[config.mk]
export PLATFORM = sky130hd
export DESIGN_NAME = result_mem_writer
export DESIGN_NICKNAME = d
export VERILOG_FILES = /design/src/rtl/result_mem_pkg.sv /design/src/rtl/frame_xy_counter.sv /design/src/rtl/result_mem_writer.sv
export SDC_FILE = /design/constraint.sdc
export NUM_CORES = 1
export LEC_CHECK = 0
export ABC_AREA = 0
export BUFFER_PORTS_ARGS = -buffer_cell sky130_fd_sc_hd__clkbuf_2
export CORE_MARGIN = 1.5
export CORE_UTILIZATION = 50
export CTS_BUF_LIST = sky130_fd_sc_hd__clkbuf_16
export DETAILED_ROUTE_END_ITERATION = 6
export PLACE_DENSITY_LB_ADDON = 0.12
export SYNTH_ARGS = -nofsm -noshare
export SYNTH_HDL_FRONTEND = slang
export SYNTH_SLANG_ARGS = --single-unit
[constraint.sdc]
create_clock -name clk -period 1.8 [get_ports clk]
set_input_delay 0.09 -clock clk [delete_from_list [all_inputs] [get_ports clk]]
set_output_delay 0.09 -clock clk [all_outputs]
set_load 0.02 [all_outputs]
[src/rtl/result_mem_pkg.sv]
// Shared constants and types for the result frame memory writer.
package result_mem_pkg;

    localparam int DEF_IMG_W  = 640;
    localparam int DEF_IMG_H  = 339;
    localparam int DEF_DATA_W = 8;
    localparam int DEF_ADDR_W = 18;

    typedef enum logic [1:0] {
        IDLE,
        WRITE,
        DONE
    } state_t;

    typedef logic [DEF_DATA_W-1:0] pixel_t;
    typedef logic [DEF_ADDR_W-1:0] addr_t;

endpackage

[src/rtl/frame_xy_counter.sv]
// Column/row position tracker with a linear address that steps once per pixel.
module frame_xy_counter #(
    parameter int IMG_W  = 640,
    parameter int IMG_H  = 339,
    parameter int ADDR_W = 18,
    localparam int COL_W = (IMG_W > 1) ? $clog2(IMG_W) : 1,
    localparam int ROW_W = (IMG_H > 1) ? $clog2(IMG_H) : 1
) (
    input  logic              clk,
    input  logic              rst,
    input  logic              clear,
    input  logic              inc,
    output logic [COL_W-1:0]  col,
    output logic [ROW_W-1:0]  row,
    output logic [ADDR_W-1:0] addr,
    output logic              last_px
);

    logic col_end;
    logic row_end;

    assign col_end = (col == COL_W'(IMG_W - 1));
    assign row_end = (row == ROW_W'(IMG_H - 1));
    assign last_px = col_end && row_end;

    always_ff @(posedge clk) begin
        if (rst || clear) begin
            col  <= '0;
            row  <= '0;
            addr <= '0;
        end else if (inc) begin
            addr <= addr + ADDR_W'(1);
            if (col_end) begin
                col <= '0;
                row <= row_end ? '0 : row + ROW_W'(1);
            end else begin
                col <= col + COL_W'(1);
            end
        end
    end

endmodule

[src/rtl/result_mem_writer.sv]
// Streams processed pixels row-major into the result RAM and flags frame completion.
module result_mem_writer
    import result_mem_pkg::*;
#(
    parameter int IMG_W  = DEF_IMG_W,
    parameter int IMG_H  = DEF_IMG_H,
    parameter int DATA_W = DEF_DATA_W,
    parameter int ADDR_W = DEF_ADDR_W
) (
    input  logic              clk,
    input  logic              rst,
    input  logic              start,
    input  logic              in_valid,
    output logic              in_ready,
    input  logic [DATA_W-1:0] in_pixel,
    input  logic              in_last,
    output logic [ADDR_W-1:0] mem_addr,
    output logic [DATA_W-1:0] mem_wdata,
    output logic              mem_we,
    output logic              busy,
    output logic              done,
    output logic              err
);

    localparam int COL_W = (IMG_W > 1) ? $clog2(IMG_W) : 1;
    localparam int ROW_W = (IMG_H > 1) ? $clog2(IMG_H) : 1;

    state_t            state;
    logic              accept;
    logic              clear;
    logic [COL_W-1:0]  col;
    logic [ROW_W-1:0]  row;
    logic [ADDR_W-1:0] addr;
    logic              last_px;
    logic              unused_xy;

    assign in_ready = (state == WRITE);
    assign busy     = (state == WRITE);
    assign done     = (state == DONE);
    assign accept   = in_valid && in_ready;
    assign clear    = start && (state != WRITE);

    // Position is tracked for the final-pixel test only; the address comes from addr.
    assign unused_xy = ^{col, row};

    frame_xy_counter #(
        .IMG_W  (IMG_W),
        .IMG_H  (IMG_H),
        .ADDR_W (ADDR_W)
    ) u_xy (
        .clk     (clk),
        .rst     (rst),
        .clear   (clear),
        .inc     (accept),
        .col     (col),
        .row     (row),
        .addr    (addr),
        .last_px (last_px)
    );

    always_ff @(posedge clk) begin
        if (rst) begin
            state     <= IDLE;
            mem_we    <= 1'b0;
            mem_addr  <= '0;
            mem_wdata <= '0;
            err       <= 1'b0;
        end else begin
            mem_we <= accept;
            if (accept) begin
                mem_addr  <= addr;
                mem_wdata <= in_pixel;
            end
            unique case (state)
                IDLE, DONE: begin
                    if (start) begin
                        state <= WRITE;
                        err   <= 1'b0;
                    end
                end
                WRITE: begin
                    if (accept) begin
                        // A mismatched in_last still stores the pixel that carried it.
                        if (last_px) begin
                            state <= DONE;
                            if (!in_last) err <= 1'b1;
                        end else if (in_last) begin
                            state <= DONE;
                            err   <= 1'b1;
                        end
                    end
                end
                default: state <= IDLE;
            endcase
        end
    end

endmodule

# Yosys cells after proc, flatten, opt, wreduce, memory -nomap -nowiden
# Cells that the tools add are included.
# word_totals
reg_bits	67
inputBits	13
out_inout_bits	31
elab_cells	43
# op_classes
add_sub_neg	3
eq_ne	9
muxes	13
n_reduce_logical	10
# ops
operator	n
adder 18 x 1 -> 18 bit, second input constant	1
adder 10 x 1 -> 10 bit, second input constant	1
== test 10 bit, second input constant	1
2-to-1 mux 10 bit	1
adder 9 x 1 -> 9 bit, second input constant	1
== test 9 bit, second input constant	1
2-to-1 mux 9 bit	1
2-to-1 mux 2 bit	4
2-to-1 mux 1 bit	5
AND reduction 5 bit	1
!= test 2 x 1 -> 1 bit, second input constant	2
one-hot mux 2 bit (2 select lines)	1
logical AND 1 bit	3
!= test 3 x 1 -> 1 bit, second input constant	1
!= test 3 bit, second input constant	1
AND reduction 3 bit	1
== test 2 x 1 -> 1 bit, second input constant	1
== test 2 bit, second input constant	1
logical NOT 2 bit	1
!= test 2 bit, second input constant	1
one-hot mux 1 bit (2 select lines)	1
AND reduction 2 bit	1
nonzero test 2 bit	1
OR reduction 2 bit	1
logical OR 1 bit	1

# Logic depth before layout (Yosys ltp)
# logic_depth
ltp_word	5
depth_mapped	7
mapped_depth_nobuf	6

# Cells and area by module
# From an unflattened synthesis, not the netlist that was laid out.
# hier_totals
hier_cells	338
hier_area_um2	3065.4
# modules_own_cells
mod	n_inst	cells_each	area_per_inst_um2	seq_area_each_um2
frame_xy_counter	1	205	1761.7	740.7
result_mem_writer	1	133	1303.8	600.6

# Worst setup path after synthesis
# No wires, ideal clock.
# synth_path
path_type	reg-to-reg
start	register u_xy.col[0]
end	register u_xy.row[7]
setup_time_ns	0.070
t_arrival_ns	1.720
t_required_ns	1.730
path_slack_ns	0.010
stages_incl_launch_ff	6
path_buffers	0
synth_period_minus_slack_ns	1.790
path_cell_list	dfxtp_1 -> ha_1 -> nand4_1 -> or4_4 -> or3_1 -> a21oi_1
# synth_via
elab_chain_cells	2
# synth_rtl
element	line	rtl
start: declaration	frame_xy_counter.sv:13	output logic [COL_W-1:0] col,
start signal: assignment	frame_xy_counter.sv:37	col <= col + COL_W'(1);
== test 10 bit	frame_xy_counter.sv:22	assign col_end = (col == COL_W'(IMG_W - 1));
AND reduction 2 bit (no source line)	--	
end signal: assignment	frame_xy_counter.sv:35	row <= row_end ? '0 : row + ROW_W'(1);
end: declaration	frame_xy_counter.sv:14	output logic [ROW_W-1:0] row,
# No other way between the ends.
# A chain may end at the register's enable or synchronous reset.

# Worst setup path after layout
# Ends and elaborated chain as after synthesis.

==> metrics <==
Worst EP arrival 2.00 ns; GR Overflow Total 0; most frequent cells after synthesis nand2_1 (74), dfxtp_1 (67), a21oi_1 (46); crit path time final 1.74 ns; Crit. Startpoint u_xy.col[0]; final WL 6.69 mm; Clock Skew 0.00764 ns; Worst EP required 2.05 ns; synth unique cells 42; Iter 0 DRT Violations 171; Mapped Area 2870 um^2; Fin. Hold Viols 0; quantity of I/O buffers inserted on ports 43; Inserted Diodes 0; sequential share of the synthesized area 46.8%; Ys Warns 0; Final Cycle Share 96.8%; r2r startpoint u_xy.col[0]; first-pass GRT wire length 11.1 mm; CP max-delay cell or4_4; Die Span Y 78.7 um; initial antenna violation count 0; FF+latch area 1350 um^2; run status complete, no violations; area leader, netlist dfxtp_1; Vias per Instance 5.33; Rows 27; CTS Sinks 67; Clock Tree Buf Depth 2; Reg2Reg Setup Slack 0.06 ns; H-tree depth 3; ys async rst share 0%; relative slew slack 71.1%; GRT Total Usage 23.0%; share of layout cells above drive strength 1 23.4%; Post-Layout Cell Count 499; largest net degree at the start of global routing 36; Final setup viols 0; chip width 78.7 um; syn_area_per_cell 8.22 um^2; DP Cell Count 474; via count 2661; CTS tree built; Post-synth EDFFs 0; Max-Cap Viols 0; Initial Utilization 52.1%; vias in the first global route 2546; post-route ant nets 0; Worst R2R End u_xy.row[7]; Hold Path Class in2reg; CP Depth 5; critical-path cell list ha_2 > nand4_1 > or4_4 > or3_1 > a21oi_1; syn_nets 366; worst-margin pin slew 0.431 ns; Slew Viols, Final 0; CP Launch Type flop; Final nets 440; Seq cells post-synth 67; max incr delay on CP 0.47 ns; I/O Pins 44; fill count 451; count leader, synth nand2_1; worst vdd ir 0.000806 V; TritonRoute pass-1 iters 5; PD cells 897 nW/um^2; core area 5510 um^2; Crit Path Class reg2reg; critical-path maximum fanout 6; CP endpoint u_xy.row[7]; HPWL after detailed placement 4.37 mm; leakage power 1.38 nW; Mapped Cells 349; clock-pin slew on the worst setup and hold paths 0.05 ns; final core utilization 67.9%; Setup crit end kind flop; gpl congestion 0.781; kind of cell adding the most delay to the critical path simple AND/OR/NAND/NOR gates; Reg2Reg Depth 5; RSZ-0062 raised after global routing false; DRC viols 0; Synth top area share 46.8%; Synth area leaders dfxtp_1 (47%), nand2_1 (9.7%), a21oi_1 (8.0%); Overall Power 3.35 mW; Multi-input gate area 1480 um^2; WL per Instance 13.4 um; Area Growth Syn to Fin 30.4%; die area 6200 um^2; cts bufs inserted 9; CTS Root Cell clkbuf_16; maximum clock frequency 0.574 GHz; CP bufs+invs 0; Clock Latency Late Sink 0.33 ns; Main synth FF type dfxtp_1
[cell usage in the layout, fill, tap and decap left out, types with 2 or more instances in the layout]
cell and instances:
buf_4 27, or3_1 12, nor2_1 24, and4_1 3, nand4_1 8, clkbuf_2 43
and3_1 2, nor3_1 6, a21oi_2 2, or3_4 2, xnor2_1 15, nand3b_1 2
nand2_1 74, nand2b_1 2, nor4_1 6, or4_4 3, dfxtp_2 3, o21ai_0 11
clkbuf_16 9, dlygate4sd3_1 8, ha_1 3, and4b_1 2, xor2_1 5, nand4b_1 2
nand3_1 11, a21oi_1 44, and2_1 2, inv_1 8, o31ai_1 3, dfxtp_1 64
[cell type report]
class	instances	share of cell area, %
Clock buffer	9	6.02
Clock inverter	6	1.57
Inverter	7	0.703
Multi-Input combinational cell	259	39.5
Sequential cell	67	36.0
Tap cell	72	2.41
Timing Repair Buffer	79	13.9
[stage by stage]
step	area [um^2]	hold WS, ns	setup slack (ns)	setup TNS, ns
after global routing	3740	0.0938	0.0000508	0
after global placement	3310	0.312	0.0300	0
final	3740	0.0580	0.0568	0
after floorplan	2870	0.226	0.00962	0
after detailed placement	3310	0.322	-0.0363	-0.0717
after CTS	3680	0.0631	0.0234	0
[cells by family after synthesis]
kind of cell    after synthesis  synth area share, %
compound gates               65                 11.9
xor+xnor                     20                 6.11
fa+ha+maj                     4                 1.75
buf+inv                      24                 3.62
flops                        67                 46.8
simple gates                169                 29.8
[metal layers]
metal | vias to the layer above | wire length [um] | GRT usage (%) | share of wire, %
li1 | 1354 | - | - | -
met1 | 1238 | 3230 | 28.6 | 48
met2 | 57 | 3070 | 37.8 | 46
met3 | 12 | 257 | 4.60 | 3.8
met4 | 0 | 132 | 11.4 | 2.0
met5 | - | 0 | 0 | 0
[how the worst min path moves through the flow]
stage                startpoint            to  slack, ns  cells past startpoint
finish                  in_last           err       0.06                      3
global route            in_last           err       0.09                      3
floorplan           in_pixel[0]  mem_wdata[0]       0.23                      2
detailed placement  in_pixel[7]  mem_wdata[7]       0.32                      3
CTS                     in_last           err       0.06                      3
global placement    in_pixel[4]  mem_wdata[4]       0.31                      3
[worst min-delay path, cell delays in order]
cell and delay (ns):
clkbuf_2 0.10, nand2_1 0.06, o211ai_1 0.08
[registers in the layout, indices dropped and copies added (netlist names)]
register   count
u_xy.col      10
u_xy.row       9
mem_wdata      8
mem_addr      18
mem_we         1
u_xy.addr     18
err            1
state          2
[repair_timing]
action	4_1_cts	5_1_grt
gates resized for setup	1	11
pin swaps	1	1
setup buffers	0	1
hold buffers	8	0
setup endpoints to repair	3	9
gates cloned	0	1
hold endpoints to repair	8	0
[where the power goes]
part	internal (mW)	switching [mW]	leakage (nW)
combinational	0.0661	0.111	0.696
clock	1.05	0.615	0.140
sequential	1.50	0.0103	0.542
Note: power is estimated with default switching activity, not from simulation.
